### src/rtl/uart_rx_fifo.sv
// Receive byte FIFO behind the UART receiver: one capture per rx_ready rising edge, first-word-fall-through head.
// Write visible one edge after capture; never stalls the receiver -- when full, pushes drop and set a sticky overflow.
module uart_rx_fifo #(
  parameter int DEPTH = 16,
  parameter int AW    = 4
) (
  input  logic          clk,
  input  logic          rst_n,
  input  logic [7:0]    rx_data,
  input  logic          rx_ready,
  input  logic          rx_error,
  input  logic          rd_en,
  output logic [7:0]    rd_data,
  output logic          rd_err,
  output logic          empty,
  output logic          full,
  output logic          half_full,
  output logic [AW:0]   count,
  output logic          overflow,
  input  logic          clr_overflow
);

  localparam logic [AW:0] FULL_CNT = (AW+1)'(DEPTH);
  localparam logic [AW:0] HALF_CNT = (AW+1)'(DEPTH / 2);

  logic [8:0]    mem_q [DEPTH];
  logic [AW-1:0] wp_q, wp_d;
  logic [AW-1:0] rp_q, rp_d;
  logic [AW:0]   count_q, count_d;
  logic          overflow_q, overflow_d;
  logic          rdy_q;

  logic push, pop, wr_en, drop;

  assign empty     = (count_q == '0);
  assign full      = (count_q == FULL_CNT);
  assign half_full = (count_q >= HALF_CNT);
  assign count     = count_q;
  assign overflow  = overflow_q;
  assign {rd_err, rd_data} = mem_q[rp_q];

  // rdy_q resets high so a level already asserted at reset release is not taken as a new byte.
  assign push  = rx_ready & ~rdy_q;
  assign pop   = rd_en & ~empty;
  assign wr_en = push & (~full | pop);
  assign drop  = push & full & ~pop;

  always_comb begin
    wp_d       = wp_q;
    rp_d       = rp_q;
    count_d    = count_q;
    overflow_d = overflow_q;
    if (wr_en) wp_d = wp_q + AW'(1);
    if (pop)   rp_d = rp_q + AW'(1);
    case ({wr_en, pop})
      2'b10:   count_d = count_q + (AW+1)'(1);
      2'b01:   count_d = count_q - (AW+1)'(1);
      default: count_d = count_q;
    endcase
    if (drop)              overflow_d = 1'b1;
    else if (clr_overflow) overflow_d = 1'b0;
  end

  always_ff @(posedge clk or negedge rst_n) begin
    if (!rst_n) begin
      wp_q       <= '0;
      rp_q       <= '0;
      count_q    <= '0;
      overflow_q <= 1'b0;
      rdy_q      <= 1'b1;
    end else begin
      wp_q       <= wp_d;
      rp_q       <= rp_d;
      count_q    <= count_d;
      overflow_q <= overflow_d;
      rdy_q      <= rx_ready;
    end
  end

  always_ff @(posedge clk) begin
    if (wr_en) mem_q[wp_q] <= {rx_error, rx_data};
  end

endmodule

### config.mk
export PLATFORM = sky130hd
export DESIGN_NAME = uart_rx_fifo
export DESIGN_NICKNAME = d
export VERILOG_FILES = /design/src/rtl/uart_rx_fifo.sv
export SDC_FILE = /design/constraint.sdc
export NUM_CORES = 1
export LEC_CHECK = 0
export ABC_AREA = 1
export BUFFER_PORTS_ARGS = -buffer_cell sky130_fd_sc_hd__buf_2
export CAP_MARGIN = 40
export CORE_ASPECT_RATIO = 0.5
export CORE_MARGIN = 2
export CORE_UTILIZATION = 50
export CTS_CLUSTER_SIZE = 25
export DETAILED_ROUTE_END_ITERATION = 16
export GPL_TIMING_DRIVEN = 0
export PLACE_DENSITY_LB_ADDON = 0.08
export SYNTH_ARGS = -nofsm -noshare
export SYNTH_HDL_FRONTEND = slang
export SYNTH_SLANG_ARGS = --single-unit
### constraint.sdc
create_clock -name clk -period 1.7 [get_ports clk]
set_input_delay 0.34 -clock clk [delete_from_list [all_inputs] [get_ports clk]]
set_output_delay 0.34 -clock clk [all_outputs]
set_load 0.05 [all_outputs]
Word-level counts from Yosys, hierarchy flattened --
Memories as Yosys holds them, arrays and structs flattened. Index checks and enable logic that the tools add are counted.
Storage, ports and cells: RAM bits 144, memories 1, bits in registers 15, output and inout bits 18, bits of input ports 14, word-level logic and storage cells 32
Memory list:
- mem_q | words 16, width 9, rd ports 1, clocked after memory_dff 0, write ports 1, line 26 | logic [8:0] mem_q [DEPTH];
Cells by class: reduce and logical (&&, ||, !) cells 3, $add $sub $neg 4, multiplexer cells 5, eq/ne operators 3, bitwise gates (word level) 10, magnitude comparators 1
Operators with widths (number):
- case mux 5 bit (2 select lines) | 1
- adder 4 x 1 -> 4 bit, second input constant | 2
- adder 5 x 1 -> 5 bit, second input constant | 1
- AND 1 bit | 5
- equality test 5 bit, second input constant | 1
- >= comparator 5 x 4 -> 1 bit, second input constant | 1
- zero test 5 bit | 1
- subtractor 5 x 1 -> 5 bit, second input constant | 1
- two-way mux 1 bit | 4
- NOT 1 bit | 4
- nonzero test 2 bit | 2
- equality test 2 x 1 -> 1 bit, second input constant | 1
- equality test 2 bit, second input constant | 1
- OR 1 bit | 1

Logic depth before layout (Yosys ltp) --
depth in word-level cells 7, gate-level depth with buffers 15, depth with buffers taken out 15

Worst setup path before layout --
OpenSTA, ideal clock, no wires.
path type flip-flop to flip-flop, start point register count_q[0] (netlist: count[0]), end point memory mem_q[0][0] (enable), data required time 1.326 ns, arrival 1.796 ns, setup time 0.374 ns, stages on the path, launching flop included 9, slack -0.471 ns, buffers on the path 0, clock period less this slack 2.171 ns, cells stage by stage dfrtp_1 -> nor2_2 -> nand2_1 -> nor2_4 -> nand2_4 -> nand3_4 -> inv_6 -> nand2_1 -> nor2_1
On the way: elaborated cells between the ends (all ways) 9, classes of those cells 1 x eq/ne; 2 x mux; 5 x bitwise; 1 x reduce/logical
RTL lines:
- start: declaration | line 29 | logic [AW:0] count_q, count_d;
- start signal: assignment | line 74 | count_q <= count_d;
- equality test 5 bit | line 36 | assign full = (count_q == FULL_CNT);
- named net full | line 16 | output logic full,
- NOT 1 bit | line 45 | assign wr_en = push & (~full | pop);
- OR 1 bit | line 45
- AND 1 bit | line 45
- two-way mux 1 bit | line 81 | if (wr_en) mem_q[wp_q] <= {rx_error, rx_data};
- two-way mux 1 bit (not written as such) | line 81
- end: declaration | line 26
The timed path passes the listed nets, and every way through them passes these cells.

Worst setup path in the final report --
start point register rp_q[0], end point output rd_data[4]
On the way: longest elaborated chain between the ends 1
Ends and longest elaborated chain:
- start: declaration | line 28 | logic [AW-1:0] rp_q, rp_d;
- start signal: assignment | line 73 | rp_q <= rp_d;
- memory (16 x 9 bit)
- end: declaration | line 13 | output logic [7:0] rd_data,
Every way passes these cells.

==> reports/metrics.cfg <==
[power]
p_leak_nw = 3.46
finalPower_mw = 18.3
powerDensity_nw_per_um2 = 1870
peakVddDrop_mv = 1.71

[final_layout]
final-instance-count-excl-fill = 788
fin_nets = 627
final_layout_size_suffix_gt1_share_pct = 48.1
area_delta_synth_final_pct = 47.9
insertedDiodeCount = 0

[timing]
finalCritPeriodShare_pct = 142
setup_tns_ns = -29.80
setup_slack_ns = -0.710
min_period_ns = 2.41
drv_slew = 0
fmaxAchievable_mhz = 415
finalHoldViolCount = 0
tightest_slew_ns = 0.477
rsz0062_at_grt = yes
setup_violations = 161
slew_headroom_pct = 68.0
fin_skew_ns = 0.00980

[critical_path]
reg2reg_from = count[3]
reg2reg_depth = 14
cp-end-kind = primary output
required_ns = 1.36
worstPathArrival_ns = 2.07
rrSetupSlack_ns = -0.35
cp-start-kind = register
r2r_end = count[4]
cp-startpoint = rp_q[0]
critPathKind = reg -> out
crit_end = rd_data[4]
worstPathMaxFanout = 10

[global_route]
grt_usage_pct = 28.6
grt_pass1_vias = 4762
grt_pass1_wl_microns = 29100
antenna_found_initial = 0
grt_max_degree = 17
overflow = 0

[clock_tree]
ctsLongestPathBuffers = 2
cts_tree = built
cts_buffers = 17
clock_latency_ns = 0.43
clk_pin_slew_ns = 0.06
cts_sinks = 159
h-tree-depth = 4
root_buffer = clkbuf_16

[floorplan]
die_h_microns = 85.4
design.die.area_sq_um = 14200
rows = 29
boundaryPins = 32
die_w_microns = 167
core_area_sq_um = 12800
initial_core_util_pct = 51.7

[yosys]
ys_types = 33
ys_seq_area_share_pct = 71.0
ys.flop_type = edfxtp_1
yosys-mux-area-fraction_pct = 4.08
synthCells = 484
synthXorXnorAreaFrac_pct = 1.06
synthTopCellsByCount = 144 x edfxtp_1, 73 x nor2_1, 39 x nand2_1, 39 x o21ai_0
ys_top_cells_by_area = edfxtp_1 65%, dfrtp_1 5.3%, nor2_1 4.1%, mux2i_1 4.1%, o221ai_1 3.6%
synth_top_area_share_pct = 65.3
synthSimpleGateAreaFrac_pct = 10.4
synthesis.area_sq_um = 6630
synthAdderAreaFrac_pct = 1.32
yosys_warnings = 0
synth_nets = 505
avgSynthCellArea_sq_um = 13.7
ys_async_sr_fraction_pct = 9.43
synth_most_common_cell = edfxtp_1
synth_top_family_by_area = simple AND/OR/NAND/NOR gates
synth_compound_area_share_pct = 8.93
synth_edf_count = 144
ys_seq_elements = 159
synth_area_leader_cell = edfxtp_1

[route]
drc = 0
drt-vias-per-instance = 6.11
ant_nets = 0
drt-wirelength-per-cell_microns = 25.1
vias = 4812
drt_wl_total_microns = 19800
drtIter0Drc = 524
dr.pass1.iters = 5

[flow_run]
cap_violations = 0

[status]
violations = setup timing
status = finished with violations

[place]
hpwl_microns = 10600
port_buffers = 31
dp.cells = 685
gp_congestion = 0.852

[hold_path]
hold_path.class = in -> reg

==> worst max-delay path: stages (launching register included) <==
cell      delay, ns
dfrtp_1        0.40
buf_6          0.20
clkinv_8       0.10
buf_12         0.17
nor2_4         0.11
o32ai_4        0.12
o211ai_1       0.29
nand2_4        0.09
buf_6          0.16
==> power by group <==
part | internal [mW] | switching [mW] | leakage [nW] | total [mW]
clock network | 2.46 | 1.56 | 0.290 | 4.03
logic | 3.74 | 5.66 | 1.70 | 9.40
registers | 4.61 | 0.260 | 1.47 | 4.87
==> layer usage <==
metal,global-route usage [%],wire (microns),up-vias
li1,-,-,2051
met5,0,0,-
met1,40.0,8160,2454
met2,44.6,9340,268
met3,7.32,1850,39
met4,9.40,452,0
==> per-stage QoR <==
step	worst slack (ns)	area (sq um)	util, %	hold slack [ns]
floorplan	-0.120	6890	-	0.0444
global placement	-0.710	7260	56.7	0.292
detailed placement	-0.696	7260	56.7	0.301
CTS	-0.668	9480	74.0	0.0601
global route	-0.751	9800	76.5	0.0606
finish	-0.710	9800	76.5	0.0690
==> what timing repair did <==
item	4_1_cts	5_1_grt
hold buffers	1	0
pin swaps	54	44
buffers inserted	59	12
gates cloned	7	0
gates resized for setup	178	75
endpoints found under the setup margin	159	163
endpoints found under the hold margin	14	0
==> cells in the final DEF (no fill, tap or decap), types with 5 or more instances in the layout <==
| cell | instances |
|---|---|
| nand2_1 | 18 |
| nand2_4 | 13 |
| o211ai_1 | 8 |
| inv_1 | 12 |
| edfxtp_1 | 144 |
| nor2_1 | 35 |
| nand2_8 | 6 |
| nand3_2 | 6 |
| o21ai_0 | 28 |
| nor2_2 | 9 |
| xor2_1 | 7 |
| clkbuf_16 | 24 |
| dfrtp_2 | 5 |
| mux2i_4 | 5 |
| o32ai_4 | 6 |
| o221ai_2 | 14 |
| buf_8 | 17 |
| buf_12 | 27 |
| dfrtp_1 | 9 |
| o221ai_1 | 13 |
| mux2i_1 | 17 |
| buf_4 | 26 |
| buf_6 | 22 |
| mux2i_2 | 5 |
| o21ai_2 | 5 |
| ha_1 | 5 |
| nand2_2 | 9 |
| nand3_1 | 10 |
| nor2_4 | 32 |
| buf_2 | 23 |
==> flip-flops by register name, indices dropped and copies added (netlist names) <==
register / cells
count: 5
mem_q: 144
overflow: 1
rdy_q: 1
rp_q: 4
wp_q: 4
==> final cells by class <==
| type | instances | area [sq um] |
|---|---|---|
| clock buffer | 19 | 433 |
| multi-input combinational | 276 | 2560 |
| sequential | 159 | 4710 |
| inverter | 25 | 129 |
| buffer | 22 | 253 |
| fill | 696 | 3010 |
| timing repair buffer | 105 | 1320 |
| clock inverter | 12 | 186 |
| tap | 170 | 213 |
==> how the worst min path moves through the flow <==
stage / start / to / slack (ns) / cells past startpoint
6_report: rx_ready / rdy_q / 0.07 / 1
5_1_grt: rx_ready / rdy_q / 0.06 / 1
4_1_cts: rx_ready / rdy_q / 0.06 / 1
3_5_place_dp: rst_n / overflow / 0.30 / 1
3_3_place_gp: rst_n / count[4] / 0.29 / 1
2_1_floorplan: rst_n / count[0] / 0.04 / 0
==> kinds of logic after synthesis <==
kind of cell	count (synthesis)
AOI/OAI and AO/OA	86
xor gates and xnor gates	8
buffers and inverters	49
DFF	159
adders and majority gates	7
and+or+nand+nor	148
muxes	27
Power figures use the tool's default switching activity.
